==> src/rtl/mem_arbiter_pkg.sv <==
// Shared encodings for the two-master memory arbiter.
package mem_arbiter_pkg;

  // FSM state encodings
  localparam logic [1:0] ARB_IDLE  = 2'd0;
  localparam logic [1:0] ARB_CMD   = 2'd1;
  localparam logic [1:0] ARB_RWAIT = 2'd2;
  localparam logic [1:0] ARB_RRET  = 2'd3;

  // Captured operation encodings
  localparam logic ARB_OP_RD = 1'b0;
  localparam logic ARB_OP_WR = 1'b1;

  // Latency counter width; covers READ_LAT up to 15
  localparam int LAT_CNT_W = 4;

endpackage

==> src/rtl/arb_rr2.sv <==
// Two-way round-robin pick. Purely combinational; the caller owns the
// last-grant pointer and decides when a grant may be issued.
module arb_rr2 (
  input  logic [1:0] req,
  input  logic       last,
  input  logic       enable,
  output logic [1:0] gnt,
  output logic       winner
);

  logic any_gnt;

  // Contention goes to the master not granted last; otherwise the lone requester
  always_comb begin
    winner = req[1];
    if (req == 2'b11) winner = ~last;
  end

  assign any_gnt = enable & (|req);
  assign gnt     = {winner, ~winner} & {2{any_gnt}};

endmodule

==> src/rtl/mem_arbiter.sv <==
// Shares the single-port memory between the CPU port (M0) and the loader (M1).
// One access in flight; registered memory command; fixed-latency read return.
module mem_arbiter
  import mem_arbiter_pkg::*;
#(
  parameter int DATA_W   = 32,
  parameter int ADDR_W   = 32,
  parameter int READ_LAT = 1
) (
  input  logic              clk,
  input  logic              rst,
  input  logic              m0_req_i,
  input  logic              m0_we_i,
  input  logic [ADDR_W-1:0] m0_addr_i,
  input  logic [DATA_W-1:0] m0_wdata_i,
  output logic              m0_gnt_o,
  output logic              m0_rvalid_o,
  output logic [DATA_W-1:0] m0_rdata_o,
  input  logic              m1_req_i,
  input  logic              m1_we_i,
  input  logic [ADDR_W-1:0] m1_addr_i,
  input  logic [DATA_W-1:0] m1_wdata_i,
  output logic              m1_gnt_o,
  output logic              m1_rvalid_o,
  output logic [DATA_W-1:0] m1_rdata_o,
  output logic              memread_o,
  output logic              memwrite_o,
  output logic [ADDR_W-1:0] memaddr_o,
  output logic [DATA_W-1:0] memwdata_o,
  input  logic [DATA_W-1:0] memrdata_i,
  output logic              busy_o
);

  localparam logic [LAT_CNT_W-1:0] LAT_INIT = LAT_CNT_W'(READ_LAT - 1);

  logic [1:0]              state;
  logic                    last;
  logic                    owner;
  logic                    op;
  logic [LAT_CNT_W-1:0]    lat_cnt;
  logic [1:0][DATA_W-1:0]  rdata_q;

  logic [1:0]              req;
  logic [1:0]              gnt;
  logic                    winner;
  logic                    arb_en;
  logic                    gnt_any;
  logic                    sel_we;
  logic [ADDR_W-1:0]       sel_addr;
  logic [DATA_W-1:0]       sel_wdata;

  // Grants only open in IDLE/RRET; gated by reset so nothing leaks out while held
  assign req    = {m1_req_i, m0_req_i};
  assign arb_en = rst & ((state == ARB_IDLE) | (state == ARB_RRET));

  arb_rr2 u_rr (
    .req    (req),
    .last   (last),
    .enable (arb_en),
    .gnt    (gnt),
    .winner (winner)
  );

  assign gnt_any   = |gnt;
  assign sel_we    = winner ? m1_we_i    : m0_we_i;
  assign sel_addr  = winner ? m1_addr_i  : m0_addr_i;
  assign sel_wdata = winner ? m1_wdata_i : m0_wdata_i;

  // Command register: strobes live for exactly the CMD cycle, addr/data hold
  always_ff @(posedge clk or negedge rst) begin
    if (!rst) begin
      memread_o  <= 1'b0;
      memwrite_o <= 1'b0;
      memaddr_o  <= '0;
      memwdata_o <= '0;
      op         <= ARB_OP_RD;
      owner      <= 1'b0;
      last       <= 1'b1;
    end else begin
      memread_o  <= gnt_any & (sel_we == ARB_OP_RD);
      memwrite_o <= gnt_any & (sel_we == ARB_OP_WR);
      if (gnt_any) begin
        memaddr_o  <= sel_addr;
        memwdata_o <= sel_wdata;
        op         <= sel_we;
        owner      <= winner;
        last       <= winner;
      end
    end
  end

  // FSM, read-latency counter and per-master read data capture
  always_ff @(posedge clk or negedge rst) begin
    if (!rst) begin
      state   <= ARB_IDLE;
      lat_cnt <= '0;
      rdata_q <= '0;
    end else begin
      case (state)
        ARB_IDLE, ARB_RRET: state <= gnt_any ? ARB_CMD : ARB_IDLE;
        ARB_CMD: begin
          if (op == ARB_OP_WR) begin
            state <= ARB_IDLE;
          end else begin
            lat_cnt <= LAT_INIT;
            if (READ_LAT > 1) begin
              state <= ARB_RWAIT;
            end else begin
              state          <= ARB_RRET;
              rdata_q[owner] <= memrdata_i;
            end
          end
        end
        default: begin
          // RWAIT: the edge that takes the counter to zero samples memory
          lat_cnt <= lat_cnt - 1'b1;
          if (lat_cnt == LAT_CNT_W'(1)) begin
            state          <= ARB_RRET;
            rdata_q[owner] <= memrdata_i;
          end
        end
      endcase
    end
  end

  assign m0_gnt_o    = gnt[0];
  assign m1_gnt_o    = gnt[1];
  assign m0_rvalid_o = (state == ARB_RRET) & ~owner;
  assign m1_rvalid_o = (state == ARB_RRET) &  owner;
  assign m0_rdata_o  = rdata_q[0];
  assign m1_rdata_o  = rdata_q[1];
  assign busy_o      = (state != ARB_IDLE);

endmodule

==> config.mk <==
export PLATFORM = sky130hd
export DESIGN_NAME = mem_arbiter
export DESIGN_NICKNAME = d
export VERILOG_FILES = /design/src/rtl/mem_arbiter_pkg.sv /design/src/rtl/arb_rr2.sv /design/src/rtl/mem_arbiter.sv
export SDC_FILE = /design/constraint.sdc
export NUM_CORES = 1
export LEC_CHECK = 0
export BUFFER_PORTS_ARGS = -buffer_cell sky130_fd_sc_hd__buf_2
export CAP_MARGIN = 30
export CORE_AREA = 2 2 118 120
export DETAILED_ROUTE_END_ITERATION = 8
export DIE_AREA = 0 0 120 122
export HOLD_SLACK_MARGIN = 0.08
export PLACE_DENSITY = 0.79
export SETUP_SLACK_MARGIN = 0.05
export SLEW_MARGIN = 20
export SYNTH_ARGS = -nofsm -noshare
export SYNTH_HDL_FRONTEND = slang
export SYNTH_SLANG_ARGS = --single-unit
==> constraint.sdc <==
create_clock -name clk -period 3.6 [get_ports clk]
set_input_delay 0.18 -clock clk [delete_from_list [all_inputs] [get_ports clk]]
set_output_delay 0.18 -clock clk [all_outputs]
set_load 0.1 [all_outputs]
==> run_results.csv <==
group,metric,value,unit
outcome,outcome,"completed",
sta,worst_pin_slew,0.679,ns
die,rows,43,
global_route,overflow,0,
placed_design,place_inst,871,
placed_design,place_hpwl,12000,µm
hold_path,min_from,"m1_addr_i[8]",
clock_tree,htreeDepth,4,
worst_setup_path,cp-start-kind,"flop",
route,dr_total_vias,5553,
cells_and_area,design_area,9300,µm²
placed_design,portBuffers,300,
die,die_x,120,µm
cells_and_area,fin_cells,1010,
placed_design,gp_congestion,0.832,
sta,setup_viol,0,
worst_setup_path,cp.arrival,3.33,ns
cells_and_area,num_antenna_cells,0,
sta,drv_slew,0,
cells_and_area,fin_nets,989,
placed_design,placed_area,7570,µm²
hold_path,worstHoldEndpoint,"memaddr_o[8]$_DFFE_PN0P_",
die,initial_utilization,44.5,%
route,wl_met1,7300,µm
global_route,grt_util_all_layers,26.2,%
sta,period_share,82.7,%
sta,period_needed,2.98,ns
synthesis,yosysTopAreaCellShare,57.4,%
route,post-route-drc-count,0,
hold_path,holdPathStages,3,
worst_setup_path,timing.rr.start,"state[0]$_DFFE_PN0P_",
die,die_area,14600,µm²
global_route,antenna_found_initial,0,
sta,finalHoldViolCount,0,
sta,tns,0,ns
synthesis,yosys.area.top_type,"dfrtp_1",
global_route,grt_max_degree,72,
sta,rsz0062_at_grt,"false",
synthesis,yosysSeqAreaShare,57.9,%
clock_tree,cts_buffer_depth,2,
route,ant_nets,0,
cells_and_area,area_growth_syn_to_layout,54.7,%
worst_setup_path,required,3.96,ns
synthesis,syn-num-nets,590,
global_route,grt_pass1_vias,5596,
cells_and_area,drive_above_1_share,45.9,%
route,wl_per_cell,19.7,µm
worst_setup_path,worst_setup_path_end_kind,"flop",
worst_setup_path,criticalPathCategory,"flop to flop",
route,drt_iter0_drc,435,
sta,maxSlewHeadroom,54.7,%
clock_tree,cts_buffers,17,
synthesis,ys_types,38,
route,routed_wl,19900,µm
synthesis,synth.ff_latch_count,139,
clock_tree,cts_root_buffer,"clkbuf_16",
synthesis,syn_area,6010,µm²
synthesis,yosys-top-cells-area,"dfrtp_1 (57%), a221o_1 (11%), mux2_4 (7.5%), and3_1 (6.8%), mux2_1 (6.4%)",
global_route,grt_pass1_wl,29700,µm
sta,fin_worst_skew,0.00709,ns
sta,max_freq,336,MHz
die,pin_count,301,
worst_setup_path,r2r-end,"memaddr_o[16]$_DFFE_PN0P_",
clock_tree,clkTransAtPathRegs,0.06,ns
synthesis,yosysWarnings,0,
route,top_layer_used,"met4",
clock_tree,clk_latency,0.41,ns
worst_setup_path,crit_fanout,64,
worst_setup_path,reg2reg_slack,0.62,ns
worst_setup_path,reg2reg_depth,7,
synthesis,syn_avg_cell_area,14.4,µm²
route,firstDrtPassIters,6,
run,maxCapViolCount,0,
die,die_h,122,µm
cells_and_area,final_core_util,68.9,%
route,wl_met3,1800,µm
die,core_area,13500,µm²
route,wl_met2,9910,µm
clock_tree,clock-sinks,139,
hold_path,hp-class,"primary input to flop",
synthesis,synth_cells,418,
clock_tree,cts_tree,"yes",
route,viasPerCell,5.50,
[Yosys cell counts]
| cell type | count |
|---|---|
| ha_1 | 6 |
| mux2_4 | 30 |
| and3_1 | 65 |
| mux2_1 | 34 |
| nand3_1 | 1 |
| buf_12 | 3 |
| nand2b_1 | 2 |
| a21bo_2 | 1 |
| clkbuf_1 | 17 |
| o311ai_0 | 1 |
| a41o_4 | 1 |
| buf_2 | 5 |
| inv_1 | 7 |
| o21ai_2 | 1 |
| nor2_1 | 2 |
| a21boi_1 | 1 |
| nor2b_1 | 3 |
| mux2i_1 | 3 |
| nor3b_4 | 1 |
| and2_1 | 2 |
| nor3b_2 | 1 |
| nor3_1 | 1 |
| or3_1 | 1 |
| or2_2 | 1 |
| buf_6 | 9 |
| dfrtp_1 | 138 |
| a21oi_1 | 1 |
| o21ai_0 | 3 |
| nor2b_2 | 1 |
| dfstp_2 | 1 |
| nand2_1 | 4 |
| a31oi_1 | 1 |
| and4b_1 | 1 |
| o22ai_1 | 1 |
| a21o_1 | 2 |
| a221o_1 | 64 |
| and4bb_1 | 1 |
| a21oi_4 | 1 |
[layout by cell type, fill, tap and decap left out, types with 2 or more instances in the layout]
cell type      instances
nor2_1                 2
and2_1                 2
mux2_1                34
buf_16                 2
ha_1                   6
clkbuf_16             17
inv_6                  2
clkinvlp_4             4
dlygate4sd3_1        105
and3_1                64
clkinv_4               2
a221o_1               64
o21ai_0                3
nand2_1                4
buf_2                299
dfrtp_1              138
clkinv_2               2
nand2b_1               2
nor2b_1                3
inv_1                  7
buf_4                  7
a21o_1                 2
bufinv_16              4
mux2i_1                3
mux2_4                30
[flip-flops by register name, indices dropped and copies added (netlist names)]
signal	flops
lat_cnt	4
owner	1
memaddr_o	32
state	2
m1_rdata_o	32
memwdata_o	32
op	1
memwrite_o	1
m0_rdata_o	32
memread_o	1
last	1
[per-stage QoR]
| step | hold slack (ns) | setup WS [ns] |
|---|---|---|
| 2_1_floorplan | -0.116 | 1.05 |
| 3_3_place_gp | 0.409 | 1.29 |
| 3_5_place_dp | 0.414 | 1.18 |
| 4_1_cts | 0.0826 | 0.669 |
| 5_1_grt | 0.0887 | 0.488 |
| 6_report | 0.0888 | 0.624 |
[repair_timing]
item / in CTS / in global routing
endpoints found under the setup margin: 0 / 0
buffers inserted: 0 / 0
resized for setup: 0 / 0
endpoints found under the hold margin: 196 / 0
hold buffers: 105 / 0
[per-layer routing]
metal,global-route usage (%),vias up
met1,31.1,2685
li1,-,2393
met4,13.5,0
met5,0,-
met2,43.7,403
met3,7.35,72
[critical path: stages, from the launching register on]
cell and delay (ns):
dfrtp_1 0.39, inv_1 0.08, ha_1 0.41, nor2b_4 0.39, and3_2 0.25, buf_4 0.53, a221o_1 0.28, dlygate4sd3_1 0.55
[cells by family after synthesis]
family          share of synthesized area (%)
buf+inv                                  4.60
simple gates                             9.28
mux                                      14.4
compound gates                           12.7
fa+ha+maj                                1.25
flops                                    57.9
[cell type report]
class	count	area, µm²
Fill cell	876	4200
Sequential cell	139	3480
Timing Repair Buffer	414	2670
Multi-Input combinational cell	238	2280
Clock buffer	18	429
Tap cell	180	225
Clock inverter	14	195
Inverter	7	26.3
[worst max-delay path by stage]
| stage | from | end | cells after the start |
|---|---|---|---|
| finish | state[0]$_DFFE_PN0P_ | memaddr_o[16]$_DFFE_PN0P_ | 7 |
| global route | state[0]$_DFFE_PN0P_ | memaddr_o[16]$_DFFE_PN0P_ | 7 |
| CTS | state[0]$_DFFE_PN0P_ | memwdata_o[17]$_DFFE_PN0P_ | 7 |
| detailed placement | state[0]$_DFFE_PN0P_ | memaddr_o[7]$_DFFE_PN0P_ | 6 |
| global placement | state[0]$_DFFE_PN0P_ | memwdata_o[16]$_DFFE_PN0P_ | 6 |
| floorplan | state[0]$_DFFE_PN0P_ | memaddr_o[27]$_DFFE_PN0P_ | 6 |
Power is not shown: default switching activity piles up to over one toggle a cycle in this logic, so the estimate is an artifact.
